[src/rtl/mips_pkg.sv]
// Shared encodings for the multicycle MIPS controller: opcodes, funct codes,
// ALU control codes, datapath mux encodings and FSM state codes.
package mips_pkg;

  localparam int unsigned OpW     = 6;
  localparam int unsigned FunctW  = 6;
  localparam int unsigned AluCtlW = 3;
  localparam int unsigned StateW  = 4;
  localparam int unsigned SrcBW   = 2;
  localparam int unsigned PcSrcW  = 2;

  // Opcodes (Instr[31:26])
  localparam logic [OpW-1:0] OpRType = 6'b000000;
  localparam logic [OpW-1:0] OpLw    = 6'b100011;
  localparam logic [OpW-1:0] OpSw    = 6'b101011;
  localparam logic [OpW-1:0] OpBeq   = 6'b000100;
  localparam logic [OpW-1:0] OpAddi  = 6'b001000;
  localparam logic [OpW-1:0] OpOri   = 6'b001101;
  localparam logic [OpW-1:0] OpJ     = 6'b000010;

  // R-type function codes (Instr[5:0])
  localparam logic [FunctW-1:0] FnAdd = 6'b100000;
  localparam logic [FunctW-1:0] FnSub = 6'b100010;
  localparam logic [FunctW-1:0] FnAnd = 6'b100100;
  localparam logic [FunctW-1:0] FnOr  = 6'b100101;
  localparam logic [FunctW-1:0] FnSlt = 6'b101010;

  // ALU control codes
  localparam logic [AluCtlW-1:0] AluAdd = 3'b010;
  localparam logic [AluCtlW-1:0] AluSub = 3'b110;
  localparam logic [AluCtlW-1:0] AluAnd = 3'b000;
  localparam logic [AluCtlW-1:0] AluOr  = 3'b001;
  localparam logic [AluCtlW-1:0] AluSlt = 3'b111;

  // ALU B-operand select
  localparam logic [SrcBW-1:0] SrcBRegB  = 2'b00;
  localparam logic [SrcBW-1:0] SrcBFour  = 2'b01;
  localparam logic [SrcBW-1:0] SrcBImm   = 2'b10;
  localparam logic [SrcBW-1:0] SrcBImmSh = 2'b11;

  // Next-PC source select
  localparam logic [PcSrcW-1:0] PcSrcAlu    = 2'b00;
  localparam logic [PcSrcW-1:0] PcSrcAluOut = 2'b01;
  localparam logic [PcSrcW-1:0] PcSrcJump   = 2'b10;

  typedef enum logic [StateW-1:0] {
    Fetch   = 4'd0,
    Decode  = 4'd1,
    MemAdr  = 4'd2,
    MemRd   = 4'd3,
    MemWb   = 4'd4,
    MemWr   = 4'd5,
    Execute = 4'd6,
    AluWb   = 4'd7,
    Branch  = 4'd8,
    ImmEx   = 4'd9,
    ImmWb   = 4'd10,
    Jump    = 4'd11
  } stateT;

  // True for every opcode the controller executes; others retire in DECODE.
  function automatic logic opSupported(input logic [OpW-1:0] op);
    return (op == OpLw) || (op == OpSw) || (op == OpRType) || (op == OpBeq) ||
           (op == OpAddi) || (op == OpOri) || (op == OpJ);
  endfunction

endpackage

[src/rtl/alu_decoder.sv]
// Combinational R-type ALU decoder.
// Ports: Funct (instruction function field) -> AluCtl (ALU operation code).
module alu_decoder
  import mips_pkg::*;
(
  input  logic [FunctW-1:0]  Funct,
  output logic [AluCtlW-1:0] AluCtl
);

  // Unknown funct codes fall back to add.
  always_comb begin
    AluCtl = AluAdd;
    case (Funct)
      FnAdd:   AluCtl = AluAdd;
      FnSub:   AluCtl = AluSub;
      FnAnd:   AluCtl = AluAnd;
      FnOr:    AluCtl = AluOr;
      FnSlt:   AluCtl = AluSlt;
      default: AluCtl = AluAdd;
    endcase
  end

endmodule

[src/rtl/multicycle_controller.sv]
// Multicycle MIPS control unit: Moore FSM sequencing fetch/decode/execute.
// Ports:
//   CLK, Reset          clock and synchronous active-high reset
//   Op, Funct, Zero     opcode, function field, ALU zero flag
//   IorD .. ExtOp       datapath selects and write enables
//   Done                high in the final cycle of each instruction
//   State               current state code (debug)
module multicycle_controller
  import mips_pkg::*;
(
  input  logic                CLK,
  input  logic                Reset,
  input  logic [OpW-1:0]      Op,
  input  logic [FunctW-1:0]   Funct,
  input  logic                Zero,
  output logic                IorD,
  output logic                MemWrite,
  output logic                IRWrite,
  output logic                RegWrite,
  output logic                RegDst,
  output logic                MemToReg,
  output logic                AluSrcA,
  output logic [SrcBW-1:0]    AluSrcB,
  output logic [AluCtlW-1:0]  AluCtl,
  output logic [PcSrcW-1:0]   PCSrc,
  output logic                PCEn,
  output logic                ExtOp,
  output logic                Done,
  output logic [StateW-1:0]   State
);

  stateT                state;
  logic [AluCtlW-1:0]   functCtl;
  logic                 irWriteRaw;
  logic                 pcEnRaw;

  alu_decoder uAluDecoder (
    .Funct  (Funct),
    .AluCtl (functCtl)
  );

  // State register with next-state selection; reset wins over any transition.
  always_ff @(posedge CLK) begin
    if (Reset) begin
      state <= Fetch;
    end else begin
      case (state)
        Fetch:   state <= Decode;
        Decode: begin
          case (Op)
            OpLw, OpSw:    state <= MemAdr;
            OpRType:       state <= Execute;
            OpBeq:         state <= Branch;
            OpAddi, OpOri: state <= ImmEx;
            OpJ:           state <= Jump;
            default:       state <= Fetch;
          endcase
        end
        MemAdr:  state <= (Op == OpSw) ? MemWr : MemRd;
        MemRd:   state <= MemWb;
        Execute: state <= AluWb;
        ImmEx:   state <= ImmWb;
        default: state <= Fetch;
      endcase
    end
  end

  // Per-state output decode; unused codes keep all enables low.
  always_comb begin
    IorD       = 1'b0;
    MemWrite   = 1'b0;
    irWriteRaw = 1'b0;
    RegWrite   = 1'b0;
    RegDst     = 1'b0;
    MemToReg   = 1'b0;
    AluSrcA    = 1'b0;
    AluSrcB    = SrcBRegB;
    AluCtl     = AluAdd;
    PCSrc      = PcSrcAlu;
    pcEnRaw    = 1'b0;
    Done       = 1'b0;
    case (state)
      Fetch: begin
        AluSrcB    = SrcBFour;
        irWriteRaw = 1'b1;
        pcEnRaw    = 1'b1;
      end
      Decode: begin
        AluSrcB = SrcBImmSh;
        Done    = ~opSupported(Op);
      end
      MemAdr: begin
        AluSrcA = 1'b1;
        AluSrcB = SrcBImm;
      end
      MemRd: IorD = 1'b1;
      MemWb: begin
        MemToReg = 1'b1;
        RegWrite = 1'b1;
        Done     = 1'b1;
      end
      MemWr: begin
        IorD     = 1'b1;
        MemWrite = 1'b1;
        Done     = 1'b1;
      end
      Execute: begin
        AluSrcA = 1'b1;
        AluCtl  = functCtl;
      end
      AluWb: begin
        RegDst   = 1'b1;
        RegWrite = 1'b1;
        Done     = 1'b1;
      end
      Branch: begin
        AluSrcA = 1'b1;
        AluCtl  = AluSub;
        PCSrc   = PcSrcAluOut;
        pcEnRaw = Zero;
        Done    = 1'b1;
      end
      ImmEx: begin
        AluSrcA = 1'b1;
        AluSrcB = SrcBImm;
        AluCtl  = (Op == OpOri) ? AluOr : AluAdd;
      end
      ImmWb: begin
        RegWrite = 1'b1;
        Done     = 1'b1;
      end
      Jump: begin
        PCSrc   = PcSrcJump;
        pcEnRaw = 1'b1;
        Done    = 1'b1;
      end
      default: ;
    endcase
  end

  // While reset is held the PC and IR must not load.
  assign IRWrite = irWriteRaw & ~Reset;
  assign PCEn    = pcEnRaw & ~Reset;
  assign ExtOp   = (Op != OpOri);
  assign State   = StateW'(state);

endmodule

[config.mk]
export PLATFORM = sky130hd
export DESIGN_NAME = multicycle_controller
export DESIGN_NICKNAME = d
export VERILOG_FILES = /design/src/rtl/mips_pkg.sv /design/src/rtl/alu_decoder.sv /design/src/rtl/multicycle_controller.sv
export SDC_FILE = /design/constraint.sdc
export NUM_CORES = 1
export LEC_CHECK = 0
export CORE_AREA = 2 2 44 46
export DETAILED_ROUTE_END_ITERATION = 7
export DIE_AREA = 0 0 46 48
export GPL_ROUTABILITY_DRIVEN = 0
export PLACE_DENSITY = 0.77
export SLEW_MARGIN = 20
export SYNTH_ARGS = -nofsm -noshare
export SYNTH_HDL_FRONTEND = slang
export SYNTH_HIERARCHICAL = 1
export SYNTH_SLANG_ARGS = --single-unit
[constraint.sdc]
create_clock -name CLK -period 2.64 [get_ports CLK]
set_input_delay 0.66 -clock CLK [delete_from_list [all_inputs] [get_ports CLK]]
set_output_delay 0.66 -clock CLK [all_outputs]
set_load 0.01 [all_outputs]
==> impl_metrics.csv <==
group,metric,value,unit
power,power.leakage,0.4761,nW
floorplanning,top_level_ports,36,
hold_path,min_from,"State[3]",
layout,diodes,0,
detailed_routing,vias,922,
layout,fillers,171,
cts,cts_tree,"built",
hold_path,hp-class,"reg2reg",
sta,max_clock_freq,385.8,MHz
critical_path,critPathRequiredTime,1980,ps
synth,synth_edf_count,0,
floorplanning,start_util,36.81,%
critical_path,crit_path_max_incr_delay,530,ps
placed_design,dp_cells,158,
cts,clockBufferDepth,2,
cts,clkTransAtPathRegs,40,ps
critical_path,cpMaxStageDelayCell,"or4b_1",
sta,maxSlewHeadroom,78.29,%
layout,largest_reg_flops,4,
global_routing,gr-usage-all-layers,21.32,%
detailed_routing,wl,2284,um
critical_path,critical_path.cell_chain,"clkdlybuf4s15_1, or4b_1, o311a_2, o211ai_1, nand2_1, buf_2",
synth,yosysUniqueCellTypes,38,
synth,syn_inst,90,
cts,clk_latency,230,ps
floorplanning,die_h,48,um
detailed_routing,viasPerCell,5.691,
global_routing,antenna_found_initial,0,
synth,ys_warn_count,6,
power,p_per_area,226.0,nW/um2
layout,seq_area,80.08,um2
critical_path,critPathKind,"in2out",
detailed_routing,wire_per_inst,14.10,um
cts,cts_root_buf,"clkbuf_4",
cts,numCtsBuffers,3,
sta,fin_crit,2592,ps
synth,async_flop_share,0,%
layout,fin_nets,162,
critical_path,critPathLaunchType,"primary input",
critical_path,path_max_fanout,4,
sta,tightest_slew,325.2,ps
global_routing,grt_max_degree,11,
critical_path,end_kind,"output pin",
critical_path,arrival,1930,ps
floorplanning,die_w,46,um
synth,ys_seq_elements,4,
sta,grt_setup_unrepaired,"no",
synth,synth_fp_nets,105,
critical_path,timing.rr.start,"State[0]",
layout,area_growth,81.09,%
detailed_routing,drt_iter0_drc,32,
sta,fin_crit_sh,98.17,%
cts,htreeDepth,1,
global_routing,grt_pass1_vias,826,
sta,drv_slew,0,
sta,skew,0.7757,ps
placed_design,io_buffers,35,
detailed_routing,drtPass1Iterations,6,
floorplanning,core,1689,um2
flow_run,cap_violations,0,
synth,synth_ff_type,"dfxtp_1",
sta,setup_tns,0,ps
synth,yosysSeqAreaShare,12.88,%
placed_design,placed_cell_area,1134,um2
power,peakVddDrop,164.9,uV
power,finalPower,254.5,uW
sta,setup_viol,0,
placed_design,dp_hpwl,1800,um
sta,final_hold_viol_count,0,
critical_path,crit_buf_inv,2,
global_routing,grt_first_pass_wirelength,3456,um
synth,synth.avg_cell_area,6.909,um2
outcome,outcome,"completed",
global_routing,grt_overflow_total,0,
floorplanning,dieArea,2208,um2
layout,final_area,1126,um2
layout,multi_input_area,511.7,um2
synth,syn-cell-area,621.8,um2
critical_path,cp-startpoint,"Op[0]",
detailed_routing,drc_errors,0,
critical_path,path_delay_family,"simple AND/OR/NAND/NOR gates",
detailed_routing,antenna_left,0,
layout,final_cells,162,
floorplanning,core.rowCount,15,
layout,drive_above_1_share,27.59,%
cts,numClockSinks,4,
==> worst reg2reg max path, stage by stage, from the launching register on <==
cell	delay, ps
dfxtp_1	500
nand2b_1	110
buf_4	170
a21o_1	170
a21o_1	210
a31oi_1	150
==> placed cells by master, fill, tap and decap left out, drive strengths merged, types with 2 or more instances in the layout <==
cell           count
buf               28
clkdlybuf4s50     22
nor2              10
nor3               8
nand2              7
nand2b             6
clkbuf             6
dfxtp              4
a21oi              4
dlygate4sd2        4
nor2b              4
o31a               3
xnor2              3
a31oi              3
a21o               3
and4bb             3
or2                2
o21ai              2
nand3              2
o21a               2
clkdlybuf4s15      2
==> metrics by stage <==
stage | setup slack (ps) | hold WS [ps] | util, %
6_report | 48.24 | 583.9 | 66.67
5_1_grt | 2.259 | 636.9 | 66.67
4_1_cts | 10.13 | 572.4 | 67.19
3_5_place_dp | -618.8 | 563.4 | 67.11
3_3_place_gp | -581.8 | 562.6 | 67.11
2_1_floorplan | 267.8 | 692.2 | -
==> path summary, 6_finish.rpt <==
kind | to | slack (ps) | depth (start not counted)
max | Done | 50 | 6
min | State[0] | 580 | 1
max reg2reg | State[2] | 1250 | 5
min reg2reg | State[0] | 580 | 1
==> power by group <==
part / internal [mW] / leakage [nW] / total (mW) / switching, mW
registers: 0.0627 / 0.0326 / 0.0671 / 0.00435
clock network: 0.0509 / 0.0138 / 0.0765 / 0.0256
logic: 0.0642 / 0.430 / 0.111 / 0.0467
total: 0.178 / 0.476 / 0.254 / 0.0767
==> cells in the mapped netlist, types with 2 or more instances <==
master,count,area [um2]
nor2_1,10,37.54
nor3_1,8,40.04
nand2_1,7,26.28
nand2b_1,6,37.54
a21oi_1,4,20.02
dfxtp_1,4,80.08
nor2b_1,4,25.02
a21o_1,3,22.52
a31oi_1,3,18.77
clkbuf_1,3,11.26
o31a_1,3,26.28
xnor2_1,3,26.28
and4bb_1,2,25.02
buf_2,2,10.01
nand3_1,2,10.01
o21a_1,2,15.01
o21ai_0,2,10.01
or2_1,2,12.51
==> routing by layer <==
| metal | global-route usage, % | up-vias | wire length [um] |
|---|---|---|---|
| met4 | 6.857 | 0 | 46 |
| met1 | 22.22 | 429 | 884 |
| met5 | 0 | - | 0 |
| met2 | 44.17 | 40 | 1201 |
| li1 | - | 449 | - |
| met3 | 1.509 | 4 | 151 |
==> layout make-up <==
cell class	instances	area share [%]
Clock buffer	3	2.000
Tap cell	17	1.889
Multi-Input combinational cell	79	45.44
Sequential cell	4	7.111
Timing Repair Buffer	59	43.56
==> repair_timing <==
action / in CTS / in global routing
pin swaps: 3 / 3
setup endpoints to repair: 7 / 2
buffers inserted: 1 / 0
resized for setup: 26 / 8
gates cloned: 0 / 0
hold buffers: 0 / 0
==> logic make-up (layout without fill, tap and decap cells) <==
family          after synthesis  in the layout  share of synthesized area [%]
simple gates                 52             52                          48.90
flops                         4              4                          12.88
buf+inv                       7             62                          5.231
compound gates               23             23                          27.37
xor+xnor                      4              4                          5.635
Note: power is estimated with default switching activity, not from simulation.
